$ cat config.mk
export PLATFORM = sky130hd
export DESIGN_NAME = instruction_fetch_stage
export DESIGN_NICKNAME = d
export VERILOG_FILES = /design/src/rtl/instruction_fetch_stage.sv
export SDC_FILE = /design/constraint.sdc
export NUM_CORES = 1
export LEC_CHECK = 0
export CAP_MARGIN = 25
export CORE_MARGIN = 2
export CORE_UTILIZATION = 35
export CTS_CLUSTER_SIZE = 8
export DETAILED_ROUTE_END_ITERATION = 8
export PLACE_DENSITY = 0.67
export SYNTH_ARGS = -nofsm -noshare
export SYNTH_HDL_FRONTEND = slang
export SYNTH_SLANG_ARGS = --single-unit
$ cat constraint.sdc
create_clock -name clk -period 2.5 [get_ports clk]
set_input_delay 0.375 -clock clk [delete_from_list [all_inputs] [get_ports clk]]
set_output_delay 0.375 -clock clk [all_outputs]
set_load 0.01 [all_outputs]
$ cat src/rtl/instruction_fetch_stage.sv
// instruction_fetch_stage: RISC-V program counter and IF/ID pipeline register.
// Drives the fetch address and captures {pc, instruction, valid} for decode.
//
// Ports:
//   clk                 rising-edge clock
//   reset               synchronous, active-low reset
//   stall               hold pc and the IF/ID register
//   flush               turn the next IF/ID capture into a bubble
//   branch_taken        redirect request from execute
//   branch_target       redirect byte address
//   Instruction_address fetch byte address (the pc register itself)
//   Instruction         little-endian word returned for Instruction_address
//   if_id_pc            pc of the captured instruction
//   if_id_instruction   captured instruction word
//   if_id_valid         captured word is real, not a bubble
//   misalign_err        sticky misaligned-redirect flag
//   fetch_count         number of valid captures since reset (wraps)
//
// Build option: define FETCH_MISALIGN_TRAP_EN to trap misaligned redirects
// (pc held, misalign_err set and sticky until reset). Without it, the low two
// target bits are dropped and misalign_err is tied to 0.

module instruction_fetch_stage #(
  parameter logic [63:0] RESET_PC = 64'h0
) (
  input  logic        clk,
  input  logic        reset,
  input  logic        stall,
  input  logic        flush,
  input  logic        branch_taken,
  input  logic [63:0] branch_target,
  output logic [63:0] Instruction_address,
  input  logic [31:0] Instruction,
  output logic [63:0] if_id_pc,
  output logic [31:0] if_id_instruction,
  output logic        if_id_valid,
  output logic        misalign_err,
  output logic [31:0] fetch_count
);

  localparam logic [31:0] NOP = 32'h0000_0013;

  logic [63:0] pc_q, pc_d;
  logic [63:0] ifid_pc_q, ifid_pc_d;
  logic [31:0] ifid_ins_q, ifid_ins_d;
  logic        ifid_vld_q, ifid_vld_d;
  logic [31:0] cnt_q, cnt_d;

`ifdef FETCH_MISALIGN_TRAP_EN
  logic        err_q, err_d;
  logic        tgt_misaligned;

  assign tgt_misaligned = |branch_target[1:0];
`endif

  always_comb begin
    pc_d       = pc_q;
    ifid_pc_d  = ifid_pc_q;
    ifid_ins_d = ifid_ins_q;
    ifid_vld_d = ifid_vld_q;
    cnt_d      = cnt_q;
`ifdef FETCH_MISALIGN_TRAP_EN
    err_d      = err_q;
`endif
    if (branch_taken) begin
      // Wrong-path word in flight is dropped; stall is irrelevant here.
      ifid_vld_d = 1'b0;
`ifdef FETCH_MISALIGN_TRAP_EN
      if (tgt_misaligned) begin
        err_d = 1'b1;
      end else begin
        pc_d = branch_target;
      end
`else
      pc_d = branch_target & ~64'd3;
`endif
    end else if (stall) begin
      if (flush) begin
        ifid_vld_d = 1'b0;
      end
    end else begin
      ifid_pc_d  = pc_q;
      ifid_ins_d = Instruction;
      ifid_vld_d = ~flush;
      pc_d       = pc_q + 64'd4;
      if (!flush) begin
        cnt_d = cnt_q + 32'd1;
      end
    end
  end

  always_ff @(posedge clk) begin
    if (!reset) begin
      pc_q       <= RESET_PC;
      ifid_pc_q  <= '0;
      ifid_ins_q <= NOP;
      ifid_vld_q <= 1'b0;
      cnt_q      <= '0;
    end else begin
      pc_q       <= pc_d;
      ifid_pc_q  <= ifid_pc_d;
      ifid_ins_q <= ifid_ins_d;
      ifid_vld_q <= ifid_vld_d;
      cnt_q      <= cnt_d;
    end
  end

`ifdef FETCH_MISALIGN_TRAP_EN
  always_ff @(posedge clk) begin
    if (!reset) begin
      err_q <= 1'b0;
    end else begin
      err_q <= err_d;
    end
  end

  assign misalign_err = err_q;
`else
  assign misalign_err = 1'b0;
`endif

  assign Instruction_address = pc_q;
  assign if_id_pc            = ifid_pc_q;
  assign if_id_instruction   = ifid_ins_q;
  assign if_id_valid         = ifid_vld_q;
  assign fetch_count         = cnt_q;

endmodule

==> results of run 1 <==
-- final cells by class --
cell class | instances | area [µm²]
multi-input cells | 788 | 4224
diodes | 2 | 5.005
clock buffers | 18 | 429.2
inverters | 20 | 77.57
repair buffers | 359 | 3441
clock inverters | 14 | 168.9
fillers | 2214 | 10940
well taps | 319 | 399.1
flip-flops and latches | 189 | 3786
-- stage by stage --
step	hold slack [ns]	setup WS [ns]	util, %
6_report	0.3154	0.1619	53.38
5_1_grt	0.3202	0.01054	53.36
4_1_cts	0.3026	0.05038	53.22
3_5_place_dp	0.4458	-0.1459	50.68
2_1_floorplan	0.4665	0.07902	-
3_3_place_gp	0.4408	-0.1098	50.68
-- per-layer routing --
metal  global-route usage (%)  vias to the layer above  wire length [µm]
met1                    27.51                     4098             12160
met4                    5.491                        0               408
met2                    34.90                      255             12900
met3                    5.988                       30              1937
met5                        0                        -                 0
li1                         -                     4353                 -
-- power groups by stage --
stage	Combinational (W)	Clock [W]	Sequential [W]
2_1_floorplan	0.000319	0	0.00336
3_3_place_gp	0.000920	0	0.00331
3_5_place_dp	0.000926	0	0.00331
4_1_cts	0.000929	0.00291	0.00324
5_1_grt	0.00100	0.00304	0.00326
6_report	0.000922	0.00285	0.00324
-- worst max-delay path, delay by kind of cell (launching register included) --
kind                   cells  cell delay, ns
AOI/OAI and AO/OA          1            0.16
buffers and inverters      1            0.17
DFF                        1            0.44
and+or+nand+nor            4            1.49
-- synth_stat cells (4+ instances only) --
library cell / count
nand2_1: 254
dfxtp_1: 189
a21oi_1: 120
clkbuf_1: 55
nor2_1: 54
o21ai_0: 51
nand3_1: 35
or3_1: 31
nand4_1: 28
xnor2_1: 28
a31oi_1: 22
nor3_1: 22
inv_1: 19
nor4_1: 15
xor2_1: 12
buf_1: 9
o31ai_1: 9
or4_1: 9
and3_1: 7
and2_1: 6
a211oi_1: 5
buf_4: 5
mux2i_1: 5
nand4b_1: 4
o211a_1: 4
o211ai_1: 4
o31a_1: 4
or2_2: 4
-- repair_timing --
action                                  4_1_cts  5_1_grt
gates resized for setup                       0        2
buffers inserted                              0        4
endpoints found under the setup margin        0        3
-- how the worst min path moves through the flow --
stage	end	slack, ns	cells past startpoint	from
final	Instruction_address[62]$_SDFFE_PN0P_	0.32	3	reset
after global routing	Instruction_address[62]$_SDFFE_PN0P_	0.32	3	reset
after CTS	Instruction_address[62]$_SDFFE_PN0P_	0.30	3	reset
after detailed placement	if_id_pc[34]$_SDFFE_PN0P_	0.45	2	if_id_pc[34]$_SDFFE_PN0P_
after global placement	if_id_pc[53]$_SDFFE_PN0P_	0.44	2	if_id_pc[53]$_SDFFE_PN0P_
after floorplan	if_id_valid$_SDFFE_PP0P_	0.47	1	flush
-- registers in the layout (all words and copies together), names as in the netlist --
| register | count |
|---|---|
| fetch_count | 32 |
| if_id_pc | 62 |
| if_id_valid | 1 |
| Instruction_address | 62 |
| if_id_instruction | 32 |
-- cells by family (layout without fill, tap and decap cells) --
group,Yosys count,count (layout),share of synthesized area [%]
and+or+nand+nor,493,493,28.07
xor gates and xnor gates,40,40,4.184
buffers and inverters,94,411,4.677
AOI/OAI and AO/OA,241,241,16.67
muxes,7,7,0.8666
adders and majority gates,2,2,0.2988
other,1,7,0.04478
DFF,189,189,45.18
-- layout by cell type, fill, tap and decap left out, types with 4 or more instances in the layout --
cell,instances
a211oi_1,5
a21oi_1,120
a31oi_1,22
and2_1,6
and3_1,7
buf_4,69
clkbuf_16,17
clkdlybuf4s50_1,285
conb_1,5
dfxtp_1,187
inv_1,18
inv_6,6
mux2i_1,5
nand2_1,254
nand3_1,35
nand4_1,28
nand4b_1,4
nor2_1,53
nor3_1,22
nor4_1,15
o211a_1,4
o211ai_1,4
o21ai_0,51
o31a_1,4
o31ai_1,9
or3_1,31
or4_1,9
xnor2_1,28
xor2_1,12
==> results.json, run 1 <==
{
  "final_antenna_net_count": 0,
  "cp-end-kind": "register",
  "gp_congestion": 0.7995,
  "post_drt_wl_per_cell_um": 16.03,
  "setup_viol": 0,
  "hpwl_um": 19420,
  "fin_crit_sh_pct": 93.52,
  "startpoint": "Instruction_address[21]$_SDFFE_PN0P_",
  "p_sw_share_pct": 26.63,
  "cts_tree": "built",
  "yosysWarnings": 0,
  "r2r_cells": 6,
  "stdcell_count": 1709,
  "hold_buffers": 0,
  "viasPerCell": 5.112,
  "max_freq_mhz": 427.7,
  "final_hold_viol_count": 0,
  "drive_gt1_share_pct": 9.078,
  "r2r_start": "Instruction_address[21]$_SDFFE_PN0P_",
  "synthFlopType": "dfxtp_1",
  "finalSetupTns_ns": 0,
  "htreeDepth": 4,
  "hp-class": "input port to register",
  "syn_avg_cell_area_um2": 7.848,
  "areaGrowthSynthToFinish_pct": 49.63,
  "worstPathArrival_ns": 2.70,
  "worstReg2RegEnd": "Instruction_address[42]$_SDFFE_PN0P_",
  "synthCells": 1067,
  "power.total_w": 0.007008,
  "rsz0062_at_grt": "no",
  "critPathKind": "register to register",
  "internal_power_w": 0.005142,
  "slew_viol_final": 0,
  "drt_iter0_markers": 566,
  "numCtsBuffers": 17,
  "fin_nets": 1478,
  "status": "finished clean",
  "leakagePower_nw": 4.247,
  "rrSetupSlack_ns": 0.16,
  "die_area_um2": 25180,
  "grt_pass1_wl_um": 42470,
  "drt-pass1-iter-count": 5,
  "placed_cells": 1671,
  "synth_area_leaders": "dfxtp_1 45%, nand2_1 11%, a21oi_1 7.2%, o21ai_0 3.0%, xnor2_1 2.9%",
  "cts_buffer_depth": 2,
  "cp-endpoint": "Instruction_address[42]$_SDFFE_PN0P_",
  "clkTransAtPathRegs_ns": 0.08,
  "switching_power_w": 0.001866,
  "track_usage_pct": 21.27,
  "start_kind": "register",
  "fin_crit_ns": 2.338,
  "clkSinkCount": 189,
  "synth-async-reset-ratio_pct": 0,
  "initial_core_util_pct": 35.68,
  "grt_pass1_vias": 8166,
  "yosys_register_bits": 189,
  "max_slew.worst_pin.slew_ns": 0.5119,
  "yosysSeqAreaShare_pct": 45.18,
  "drv_cap": 0,
  "place_area_um2": 11900,
  "slew_headroom_pct": 65.87,
  "cp.required_ns": 2.87,
  "crit_fanout": 7,
  "peakVddDrop_mv": 0.3836,
  "num_vias": 8736,
  "port_buffers": 287,
  "grt_start_max_net_pins": 111,
  "num_io_pins": 295,
  "antenna_found_initial": 2,
  "worstSkewPairLatency_ns": 0.43,
  "drc_errors": 0,
  "wirelength_um": 27400,
  "slowest_stage": "or4_2",
  "syn_area_um2": 8374,
  "ctsRootBufferMaster": "clkbuf_16",
  "crit_path_cell_trace": "nand4_1, nor4_1, buf_4, nand3b_1, or4_2, a31oi_1",
  "synth_edf_count": 0,
  "fin_skew_ns": 0.01124,
  "p_seq_share_pct": 46.2,
  "grt-ovfl-total": 0,
  "power_frac_comb_pct": 13.2,
  "power_density_nw_per_um2": 559.3,
  "synth_cell_type_count": 62,
  "die_y_um": 158.7,
  "row_count": 56,
  "slowest_delay_ns": 0.71,
  "synth_top_area_cell": "dfxtp_1",
  "synth_top_area_share_pct": 45.18,
  "final_area_um2": 12530,
  "clockPowerShare_pct": 40.6,
  "coreArea_um2": 23470,
  "die_x_um": 158.7
}
Power figures use the tool's default switching activity.
==> run 2: changes to the inputs <==
CELL_PAD_IN_SITES_DETAIL_PLACEMENT = 1   (was default)
CELL_PAD_IN_SITES_GLOBAL_PLACEMENT = 1   (was default)
CORE_UTILIZATION = 29   (was 35)
PLACE_DENSITY = default   (was 0.67)
PLACE_DENSITY_LB_ADDON = 0.1   (was default)
RECOVER_POWER = 50   (was default)
==> results.json, run 2 (synthesis results as in run 1) <==
{
  "status": "finished clean",
  "power_density_nw_per_um2": 548.9,
  "start_kind": "register",
  "final_cell_mix": "254 x nand2_1, 189 x dfxtp_1, 184 x clkdlybuf4s50_1",
  "grt_pass1_wl_um": 49690,
  "worstReg2RegEnd": "Instruction_address[54]$_SDFFE_PN0P_",
  "areaGrowthSynthToFinish_pct": 51.29,
  "r2r_cells": 5,
  "num_vias": 8903,
  "row_count": 62,
  "drive_gt1_share_pct": 9.292,
  "track_usage_pct": 20.42,
  "numCtsBuffers": 17,
  "drv_cap": 0,
  "die_area_um2": 30250,
  "fin_crit_ns": 2.385,
  "slew_headroom_pct": 45.01,
  "hp-class": "input port to register",
  "max_freq_mhz": 419.2,
  "initial_core_util_pct": 29.33,
  "cts_buffer_depth": 2,
  "grt_pass1_vias": 8918,
  "timing.hold.ws_ns": 0.3700,
  "antenna_found_initial": 2,
  "final_antenna_net_count": 0,
  "die_y_um": 173.9,
  "worstPathArrival_ns": 2.75,
  "die_x_um": 173.9,
  "cp.required_ns": 2.87,
  "worstSkewPairLatency_ns": 0.44,
  "peakVddDrop_mv": 0.3253,
  "final_hold_viol_count": 0,
  "startpoint": "Instruction_address[31]$_SDFFE_PN0P_",
  "fin_crit_sh_pct": 95.41,
  "grt-ovfl-total": 0,
  "grt_util_met3_pct": 4.506,
  "cp-end-kind": "register",
  "cp-endpoint": "Instruction_address[54]$_SDFFE_PN0P_",
  "setup_viol": 0,
  "port_buffers": 287,
  "fin_skew_ns": 0.01627,
  "ctsRootBufferMaster": "clkbuf_16",
  "met1_usage_pct": 26.80,
  "viasPerCell": 4.988,
  "num_io_pins": 295,
  "finalSetupTns_ns": 0,
  "crit_fanout": 6,
  "max_slew.worst_pin.slew_ns": 0.8248,
  "rsz0062_at_grt": "no",
  "final_common_cell": "nand2_1",
  "busiest_layer": "met2",
  "hold_buffers": 0,
  "leakagePower_nw": 4.582,
  "rrSetupSlack_ns": 0.11,
  "coreArea_um2": 28550,
  "critPathKind": "register to register",
  "power.total_w": 0.006954,
  "wirelength_um": 31210,
  "slew_viol_final": 0,
  "gp_congestion": 0.7872,
  "drc_errors": 0,
  "drt-pass1-iter-count": 4,
  "post_drt_wl_per_cell_um": 17.49,
  "cts_tree": "built",
  "drt_iter0_markers": 415,
  "stdcell_count": 1785,
  "htreeDepth": 4,
  "fin_nets": 1489,
  "use_met2_pct": 34.15,
  "hpwl_um": 22470,
  "grt_start_max_net_pins": 76,
  "clkTransAtPathRegs_ns": 0.08,
  "placed_cells": 1749,
  "clkSinkCount": 189,
  "r2r_start": "Instruction_address[31]$_SDFFE_PN0P_"
}
[run 2: cell types whose count changed in the layout (fill, tap and decap cells not counted), moves of 2 or more]
cell             previous run  this run
dfxtp_2                     2         0
clkinv_8                    0         3
clkdlybuf4s50_1           285       184
bufinv_16                   2         0
inv_6                       6         2
dfxtp_1                   187       189
nor4_2                      2         4
clkbuf_1                    1         8
nor4_1                     15        13
inv_8                       3         5
dlygate4sd3_1               0       101
[run 2: worst min path at each step]
stage               cells past startpoint                   endpoint                      start  slack [ns]
floorplan                               1   if_id_valid$_SDFFE_PP0P_                      flush        0.47
global placement                        2  if_id_pc[47]$_SDFFE_PN0P_  if_id_pc[47]$_SDFFE_PN0P_        0.44
detailed placement                      2  if_id_pc[47]$_SDFFE_PN0P_  if_id_pc[47]$_SDFFE_PN0P_        0.45
CTS                                     3  if_id_pc[32]$_SDFFE_PN0P_                      reset        0.37
global route                            3  if_id_pc[35]$_SDFFE_PN0P_                      reset        0.38
finish                                  3  if_id_pc[62]$_SDFFE_PN0P_                      reset        0.37
[run 2: final cells by class]
class                   count  area [µm²]
fillers                  3448       15880
clock inverters            14       150.1
diodes                      2       5.005
repair buffers            370        3507
multi-input cells         788        4237
well taps                 384       480.5
inverters                  20       77.57
clock buffers              18       429.2
flip-flops and latches    189        3784
[run 2: what timing repair did]
action | 4_1_cts | 5_1_grt
endpoints found under the setup margin | 0 | 6
endpoints found under the hold margin | 0 | 0
buffers inserted | 0 | 2
resized for setup | 0 | 2
[run 2: stage by stage]
step	util, %	instance area [µm²]	setup slack [ns]
floorplan	-	8389	0.07902
global placement	42.38	12100	-0.1628
detailed placement	42.38	12100	-0.1746
CTS	44.41	12680	0.02659
global route	44.36	12660	0.008253
finish	44.38	12670	0.1148
[run 2: where the power goes]
group	switching (W)	internal, W
logic	0.000462	0.000487
clock network	0.00144	0.00134
registers	0.0000966	0.00313
total	0.00200	0.00496
[run 2: worst max-delay path: stages (launching register included)]
cell,delay (ns)
dfxtp_1,0.38
nand4_4,0.15
or4_4,0.58
or4_4,0.56
or4_1,0.48
a31oi_1,0.16
[run 2: per-layer routing]
metal	routed length, µm	up-vias	part of all wire (%)
met2	14870	200	48
li1	-	4370	-
met4	395	0	1.3
met5	0	-	0
met3	1645	24	5.3
met1	14300	4309	46
